## config.mk

```make
export PLATFORM = sky130hd
export DESIGN_NAME = age_issue_queue
export DESIGN_NICKNAME = d
export VERILOG_FILES = /design/src/rtl/age_issue_queue.sv
export SDC_FILE = /design/constraint.sdc
export NUM_CORES = 2
export LEC_CHECK = 0
export CELL_PAD_IN_SITES_DETAIL_PLACEMENT = 1
export CELL_PAD_IN_SITES_GLOBAL_PLACEMENT = 1
export CORE_ASPECT_RATIO = 0.6
export CORE_MARGIN = 2
export CORE_UTILIZATION = 30
export CTS_CLUSTER_DIAMETER = 150
export DETAILED_ROUTE_END_ITERATION = 10
export PLACE_DENSITY = 0.65
export SYNTH_ARGS = -nofsm -noshare
export SYNTH_HDL_FRONTEND = slang
export SYNTH_SLANG_ARGS = --single-unit
```

## constraint.sdc

```tcl
create_clock -name clk -period 8.2 [get_ports clk]
set_input_delay 1.64 -clock clk [delete_from_list [all_inputs] [get_ports clk]]
set_output_delay 1.64 -clock clk [all_outputs]
set_load 0.1 [all_outputs]
```

## src/rtl/age_issue_queue.sv

```systemverilog
// Age-ordered issue queue: entries wait on CDB wakeups and issue oldest-ready first
// (or strictly oldest-first when IN_ORDER=1). Age is tracked with a pairwise matrix.
module age_issue_queue #(
  parameter int DEPTH         = 8,
  parameter int NUM_CDB       = 4,
  parameter int ROB_IDX_WIDTH = 5,
  parameter int DATA_WIDTH    = 32,
  parameter int OP_WIDTH      = 8,
  parameter int IN_ORDER      = 0
) (
  input  logic                     clk,
  input  logic                     rst,
  input  logic                     flush,
  // Handshakes: a transfer happens on a rising edge where valid && ready are both
  // high; alloc_ready and issue_valid/payload depend on registered state only.
  input  logic                     alloc_valid,
  output logic                     alloc_ready,
  input  logic [OP_WIDTH-1:0]      alloc_op,
  input  logic [ROB_IDX_WIDTH-1:0] alloc_rd_tag,
  input  logic                     alloc_rs1_ready,
  input  logic [ROB_IDX_WIDTH-1:0] alloc_rs1_tag,
  input  logic [DATA_WIDTH-1:0]    alloc_rs1_data,
  input  logic                     alloc_rs2_ready,
  input  logic [ROB_IDX_WIDTH-1:0] alloc_rs2_tag,
  input  logic [DATA_WIDTH-1:0]    alloc_rs2_data,
  input  logic                     cdb_valid [NUM_CDB],
  input  logic [ROB_IDX_WIDTH-1:0] cdb_tag   [NUM_CDB],
  input  logic [DATA_WIDTH-1:0]    cdb_data  [NUM_CDB],
  output logic                     issue_valid,
  input  logic                     issue_ready,
  output logic [OP_WIDTH-1:0]      issue_op,
  output logic [ROB_IDX_WIDTH-1:0] issue_rd_tag,
  output logic [DATA_WIDTH-1:0]    issue_rs1_data,
  output logic [DATA_WIDTH-1:0]    issue_rs2_data,
  output logic [$clog2(DEPTH):0]   count
);

  localparam int IDX_W = $clog2(DEPTH);
  localparam int CNT_W = IDX_W + 1;
  localparam logic [CNT_W-1:0] DEPTH_C = CNT_W'(DEPTH);

  typedef struct packed {
    logic [OP_WIDTH-1:0]      op;
    logic [ROB_IDX_WIDTH-1:0] rd_tag;
    logic                     rs1_rdy;
    logic [ROB_IDX_WIDTH-1:0] rs1_tag;
    logic [DATA_WIDTH-1:0]    rs1_data;
    logic                     rs2_rdy;
    logic [ROB_IDX_WIDTH-1:0] rs2_tag;
    logic [DATA_WIDTH-1:0]    rs2_data;
  } entry_t;

  entry_t           ent_q   [DEPTH];
  entry_t           ent_d   [DEPTH];
  logic [DEPTH-1:0] valid_q, valid_d;
  // older_q[i][j] set means entry i was allocated before entry j.
  logic [DEPTH-1:0] older_q [DEPTH];
  logic [DEPTH-1:0] older_d [DEPTH];
  logic [CNT_W-1:0] count_q, count_d;

  logic [DEPTH-1:0] elig;
  logic [DEPTH-1:0] oldest_elig_oh;
  logic [DEPTH-1:0] oldest_valid_oh;
  logic [DEPTH-1:0] sel_oh;
  logic [DEPTH-1:0] col;
  logic [IDX_W-1:0] sel_idx;
  logic [IDX_W-1:0] free_idx;
  logic             alloc_fire;
  logic             issue_fire;
  entry_t           alloc_ent;

  // Descending scan so the lowest-index matching CDB port wins.
  function automatic entry_t wake(input entry_t e);
    entry_t r;
    r = e;
    for (int k = NUM_CDB - 1; k >= 0; k--) begin
      if (!e.rs1_rdy && cdb_valid[k] && (cdb_tag[k] == e.rs1_tag)) begin
        r.rs1_rdy  = 1'b1;
        r.rs1_data = cdb_data[k];
      end
      if (!e.rs2_rdy && cdb_valid[k] && (cdb_tag[k] == e.rs2_tag)) begin
        r.rs2_rdy  = 1'b1;
        r.rs2_data = cdb_data[k];
      end
    end
    return r;
  endfunction

  always_comb begin
    elig            = '0;
    oldest_elig_oh  = '0;
    oldest_valid_oh = '0;
    col             = '0;
    for (int i = 0; i < DEPTH; i++) begin
      elig[i] = valid_q[i] && ent_q[i].rs1_rdy && ent_q[i].rs2_rdy;
    end
    for (int i = 0; i < DEPTH; i++) begin
      for (int j = 0; j < DEPTH; j++) begin
        col[j] = older_q[j][i];
      end
      oldest_elig_oh[i]  = elig[i] && ((elig & col) == '0);
      oldest_valid_oh[i] = valid_q[i] && ((valid_q & col) == '0);
    end
    if (IN_ORDER != 0) begin
      sel_oh = oldest_valid_oh & elig;
    end else begin
      sel_oh = oldest_elig_oh;
    end
    sel_idx = '0;
    for (int i = 0; i < DEPTH; i++) begin
      if (sel_oh[i]) sel_idx = IDX_W'(i);
    end
    free_idx = '0;
    for (int i = DEPTH - 1; i >= 0; i--) begin
      if (!valid_q[i]) free_idx = IDX_W'(i);
    end
  end

  assign alloc_ready = (count_q < DEPTH_C);
  assign issue_valid = |sel_oh;
  assign alloc_fire  = alloc_valid && alloc_ready;
  assign issue_fire  = issue_valid && issue_ready;
  assign count       = count_q;

  assign issue_op       = issue_valid ? ent_q[sel_idx].op       : '0;
  assign issue_rd_tag   = issue_valid ? ent_q[sel_idx].rd_tag   : '0;
  assign issue_rs1_data = issue_valid ? ent_q[sel_idx].rs1_data : '0;
  assign issue_rs2_data = issue_valid ? ent_q[sel_idx].rs2_data : '0;

  always_comb begin
    alloc_ent.op       = alloc_op;
    alloc_ent.rd_tag   = alloc_rd_tag;
    alloc_ent.rs1_rdy  = alloc_rs1_ready;
    alloc_ent.rs1_tag  = alloc_rs1_tag;
    alloc_ent.rs1_data = alloc_rs1_data;
    alloc_ent.rs2_rdy  = alloc_rs2_ready;
    alloc_ent.rs2_tag  = alloc_rs2_tag;
    alloc_ent.rs2_data = alloc_rs2_data;
  end

  always_comb begin
    valid_d = valid_q;
    count_d = count_q;
    for (int i = 0; i < DEPTH; i++) begin
      ent_d[i]   = wake(ent_q[i]);
      older_d[i] = older_q[i];
    end
    if (issue_fire) valid_d[sel_idx] = 1'b0;
    // The free slot is never the issuing slot, so both updates can coexist.
    if (alloc_fire) begin
      ent_d[free_idx]   = wake(alloc_ent);
      valid_d[free_idx] = 1'b1;
      for (int j = 0; j < DEPTH; j++) begin
        older_d[j][free_idx] = 1'b1;
      end
      older_d[free_idx] = '0;
    end
    case ({alloc_fire, issue_fire})
      2'b10:   count_d = count_q + CNT_W'(1);
      2'b01:   count_d = count_q - CNT_W'(1);
      default: count_d = count_q;
    endcase
    if (flush) begin
      valid_d = '0;
      count_d = '0;
    end
  end

  always_ff @(posedge clk) begin
    if (rst) begin
      valid_q <= '0;
      count_q <= '0;
    end else begin
      valid_q <= valid_d;
      count_q <= count_d;
    end
    for (int i = 0; i < DEPTH; i++) begin
      ent_q[i]   <= ent_d[i];
      older_q[i] <= older_d[i];
    end
  end

endmodule
```

* Yosys cells after proc, flatten, opt, wreduce, memory -nomap -nowiden
Memories as Yosys holds them, arrays and structs flattened. Cells that the tools add are included.
Operators by class: add/subtract/negate cells 2, $lt $le $gt $ge 7, equality and inequality tests 74, mux-type cells 181, bitwise operators 22, reductions and logical operators 202
Operator list (number):
- $mux W32 | 76
- $bwmux W712 | 1
- $mux W712 | 1
- $eq A5 B5 Y1 | 72
- $demux W89 S3 | 1
- $logic_and A1 B1 Y1 | 173
- $mux W89 | 1
- $mux W1 | 77
- $and A8 B8 Y8 | 9
- $or A8 B8 Y8 | 9
- $and A64 B64 Y64 | 1
- $logic_not A8 Y1 | 8
- $mux W64 | 1
- $not A64 Y64 | 1
- $mux W3 | 12
- $mux W8 | 4
- $demux W8 S3 | 1
- $logic_not A1 Y1 | 18
- $lt A3 B4 Y1 const B | 2
- $not A8 Y8 | 1
- $pmux W4 S2 | 1
- $reduce_or A8 Y1 | 1
- $demux W1 S3 | 2
- $ge A3 B1 Y1 const B | 2
- 12 further kinds | 13
Storage, ports and cells: bits in registers 12, RAM bits 776, input port bits 246, output and inout port bits 83, word-level logic and storage cells 492, memories kept 2
Memories:
- ent_q | words 8, bits a word 89, rd ports 9, clocked after memory_dff 0, write ports 8, RTL line 53 | entry_t ent_q [DEPTH];
- older_q | words 8, bits a word 8, rd ports 8, clocked after memory_dff 0, write ports 8, RTL line 57 | logic [DEPTH-1:0] older_q [DEPTH];

* Longest topological paths before layout
An unclocked memory read counts as a cell.
depth in word-level cells 22, depth in mapped cells 17, depth with buffers taken out 13

* Worst setup path before layout
No wires, ideal clock.
path kind reg2out, start point register valid_q[3], end point output port issue_op[0], arrival 4.523 ns, required time 6.560 ns, slack 2.037 ns, cell stages (with the launch flop) 11, buffers on the path 3, path through dfxtp_1 -> and3_1 -> buf_2 -> a22o_1 -> a2111o_1 -> a211oi_2 -> o31ai_4 -> buf_6 -> buf_6 -> mux2i_1 -> a221oi_1
On the way: word-level cells in the longest chain between the ends 14, elaborated cells on any way between the ends 36, those cells by class mux: 8; bitwise: 8; reduce/logical: 19; memory: 1
RTL lines:
- start: declaration | RTL line 55 | logic [DEPTH-1:0] valid_q, valid_d;
- start signal: assignment | RTL line 174 | valid_q <= valid_d;
- $logic_and A1 B1 Y1 (*) (2 in series) | RTL line 95 | elig[i] = valid_q[i] && ent_q[i].rs1_rdy && ent_q[i].rs2_rdy;
- $and A8 B8 Y8 | RTL line 101 | oldest_elig_oh[i] = elig[i] && ((elig & col) == '0);
- $logic_not A8 Y1 | RTL line 101
- $logic_and A1 B1 Y1 | RTL line 101
- $mux W1 | RTL line 111 | if (sel_oh[i]) sel_idx = IDX_W'(i);
- $mux W2 (2 in series) | RTL line 111
- $mux W3 (4 in series) | RTL line 111
- $mem_v2 Z8 W89
- $mux W8 (*) | RTL line 125 | assign issue_op = issue_valid ? ent_q[sel_idx].op : '0;
- end: declaration | RTL line 31 | output logic [OP_WIDTH-1:0] issue_op,
Mark *: on every way between the ends. The rest lies on a longest branch, timed or not.

==> impl_results.md <==
* Startpoint Class: register
* Die Y-Extent at 344 um
* Post-Synth Adder-Cell Area at less than 1%
* Fin Clk Skew at 36.9 ps
* Fin. max-slew vios at 16
* H-tree Lvls at 3
* Crit Path Category: reg -> out
* Hold Path End: count[3]
* Worst r2r src: ent_q[0][37]
* DRT iter0 DRCs at 10800
* Die area at roughly 0.2 mm^2
* Power, Total at ~15000 uW
* Placed inst area at 0.0626 mm^2
* P&R area growth vs syn at 14.0%
* Slowest-stage cell, CP: clkdlybuf4s50_1
* Resized Gates After CTS at 0
* RSZ-0062 raised after global routing: false
* Dominant synthesized flop cell: dfxtp_1
* Post-synthesis register bit count at 788
* Final Hold Viols at 0
* # Post-CTS Setup Buffers at 0
* R2R cell count at 13
* Total congestion overflow at 0
* Initial antenna violation count at 26
* Hold wc startpoint: count[3]
* GP Congestion at 0.975
* Worst flop-to-flop path endpoint: count[2]
* Vias/cell at 6.82
* Failing checks: max-capacitance violations, max-slew violations
* Reg clk slew, reported paths at 70 ps
* First-pass GRT wire length at 499000 um
* Sequential share of the synthesized area at 31.7%
* Final number of setup-violating endpoints at 0
* Fraction of the mapped netlist area in simple logic gates at 14.9%
* WP data required at 6560 ps
* Xor/xnor share of the synthesized area at under 10%
* Final WL at 361000 um
* Final critical-path share of the clock period at between 90% and 100%
* Status: finished with violations
* Tightest Pin Transition at 1550 ps
* Max Root-Sink Buffers at 3
* Max Fanout on Critical Path at 86
* Average wire per standard cell at 37.3 um
* Synth warnings at 0
* Netlist Area Pre-Place at 0.0577 mm^2
* Final ANT Viol Nets at 0
* Share of cells above drive strength 1 at 8.52%
* EDFF count, synth at 248
* DPL Wire Length at roughly 210000 um
* Worst rel slew slack at -4.95%
* Number of global-route vias before repair at approximately 64000
* Worst Hold Depth at 2
* Vias at 65900
* Layout Cell Area excl Fill at 0.0657 mm^2
* Clock latency on the worst-skew pair at 750 ps
* Syn_nets at 7576
* TritonCTS clock tree: yes
* Worst vdd ir at between 150 and 200 uV
* Crit path capture type: output pin
* Cts hold-fix bufs at 0
* Largest family of logic cells by synthesized area: compound AO/OA/AOI/OAI gates
* Netlist cell types at 66
* Minimum clock period at 7530 ps
* CP arrival at about 5900 ps
* Fin Setup TNS at 0 ps
* Largest net degree at the start of global routing at 98
* Core Region at 0.191 mm^2
* HP Class: reg -> reg
* CP max stage delay at 1230 ps
* Syn Area/Cell at 7.87 um^2
* Number of buffers created by CTS at 90
* Multiplexer share of the synthesized area at 12.9%
* Die X at 570 um
* CP Cell Sequence: and3_1, nand2b_1, a2111oi_4, a211oi_2, o31ai_4, buf_12, mux2i_1, a221oi_2, clkdlybuf4s50_1
* Rows at between 100 and 150
* Tot GR Track Use at 35.3%
* Initial core utilization at between 30% and 40%
* Leakage power at 0.0258 uW
* First-pass DRT Iterations at 6
* Port Buffers at 328
* Power Density at ~230 mW/mm^2
* TritonCTS Sinks at 788
* Max Cap Viol at 2
* Ys async rst share at 0%
* Reg2reg setup slack at 3620 ps
* Synth Area in Compound Gates at 27.8%
* # IOs at 329
* Final-stage net count at 7308
* Cells after Synth at 7327
* Achievable Freq at 133 MHz
* DRC at 0
* CTS root buffer: clkbuf_16
[layout make-up]
class / count / area, um^2
Antenna cell: 8 / 20.0
Clock buffer: 128 / 2670
Clock inverter: 41 / 407
Fill cell: 22500 / 125000
Inverter: 71 / 292
Multi-Input combinational cell: 5504 / 35600
Sequential cell: 788 / 18300
Tap cell: 2520 / 3150
Timing Repair Buffer: 604 / 5370
[critical path, delay by kind of cell, from the launching register on]
| kind | cells | cell delay, ps |
|---|---|---|
| DFF | 1 | 580 |
| AOI/OAI and AO/OA | 4 | 1580 |
| muxes | 1 | 210 |
| and+or+nand+nor | 2 | 760 |
| buffers and inverters | 2 | 1740 |
[power breakdown]
group | leakage [uW] | internal, uW | total [uW] | switching (uW)
sequential | 0.00675 | 5260 | 6050 | 792
combinational | 0.0176 | 2050 | 4350 | 2290
clock | 0.00149 | 2440 | 4520 | 2080
[how the worst max path moves through the flow]
stage / startpoint / endpoint / slack [ps] / cells after the start
floorplan: valid_q[3] / issue_op[0] / 2040 / 10
global placement: ent_q[3][37] / issue_rs2_data[24] / 1740 / 9
detailed placement: ent_q[3][37] / issue_rs2_data[27] / 1620 / 9
CTS: ent_q[3][37] / issue_rs2_data[27] / 830 / 9
global route: ent_q[3][37] / issue_rs2_data[24] / 610 / 9
finish: ent_q[3][37] / issue_rs2_data[24] / 670 / 9
[layout by cell type (no fill, tap or decap), types with 8 or more instances in the layout]
cell type	synthesis	layout
and3_1	71	71
xor2_1	227	227
clkbuf_8	0	21
clkinv_2	0	12
clkinvlp_4	0	8
xnor2_1	133	133
a21oi_1	244	244
a21boi_0	65	65
nor2_1	617	610
o22ai_1	385	385
a221oi_1	35	35
clkdlybuf4s50_1	0	275
nor4b_2	0	15
nor4_1	53	48
nand3b_1	143	143
inv_1	69	53
a211oi_1	504	504
dfxtp_1	540	540
nand4_1	56	56
diode_2	0	8
mux2i_1	744	744
clkbuf_16	0	93
inv_6	0	10
buf_4	1	317
buf_12	0	12
clkbuf_1	749	14
edfxtp_1	248	248
o221ai_1	142	142
nand2_1	801	797
a221oi_2	48	48
nand4b_1	50	50
inv_2	2	12
o31ai_1	66	66
o21ai_0	929	929
nor3_1	15	15
o21ai_1	63	60
and2_1	12	9
[cells in the mapped netlist (4+ instances only)]
| cell | n | area, um^2 |
|---|---|---|
| o21ai_0 | 929 | 4650 |
| nand2_1 | 801 | 3010 |
| clkbuf_1 | 749 | 2810 |
| mux2i_1 | 744 | 7450 |
| nor2_1 | 617 | 2320 |
| dfxtp_1 | 540 | 10800 |
| a211oi_1 | 504 | 3780 |
| o22ai_1 | 385 | 2410 |
| edfxtp_1 | 248 | 7450 |
| a21oi_1 | 244 | 1220 |
| xor2_1 | 227 | 1990 |
| nand3b_1 | 143 | 1070 |
| o221ai_1 | 142 | 1240 |
| xnor2_1 | 133 | 1160 |
| buf_2 | 132 | 661 |
| and3_1 | 71 | 444 |
| buf_1 | 69 | 259 |
| inv_1 | 69 | 259 |
| o31ai_1 | 66 | 495 |
| a21boi_0 | 65 | 488 |
| o21ai_1 | 63 | 315 |
| nand4_1 | 56 | 350 |
| nor4_1 | 53 | 332 |
| nand4b_1 | 50 | 438 |
| a221oi_2 | 48 | 721 |
| a221oi_1 | 35 | 307 |
| nor4b_1 | 20 | 175 |
| nor3_1 | 15 | 75.1 |
| and2_1 | 12 | 75.1 |
| buf_6 | 10 | 113 |
| nand3_1 | 6 | 30.0 |
| nor2b_1 | 6 | 37.5 |
| o2111ai_1 | 6 | 52.6 |
| o22a_1 | 6 | 52.6 |
| nand2b_1 | 5 | 31.3 |
| nor3b_1 | 5 | 37.5 |
| a2111oi_2 | 4 | 60.1 |
| a22oi_1 | 4 | 30.0 |
| and4b_1 | 4 | 40.0 |
[stage by stage]
stage          hold slack [ps]  instances  util, %  setup WS (ps)
6_report                   515       9664     34.5            668
5_1_grt                    535       9656     34.5            606
4_1_cts                    520       9655     34.5            832
3_5_place_dp               507       9486     32.8           1620
3_3_place_gp               491       9486     32.8           1740
2_1_floorplan              514       7327        -           2040
[cells by family after synthesis]
logic type,after synthesis
AO/OA/AOI/OAI,2518
XOR/XNOR,360
adder cells (fa/ha/maj),3
buffers and inverters,1035
flip-flops,788
multiplexers,744
AND/OR/NAND/NOR,1879
[layer usage]
| metal | GRT usage [%] | wire length [um] |
|---|---|---|
| met1 | 49.4 | 150000 |
| met2 | 48.3 | 141000 |
| met3 | 12.0 | 53300 |
| met4 | 15.7 | 17000 |
| met5 | 0 | 106 |
No activity file was read; power rests on OpenSTA's default activity.
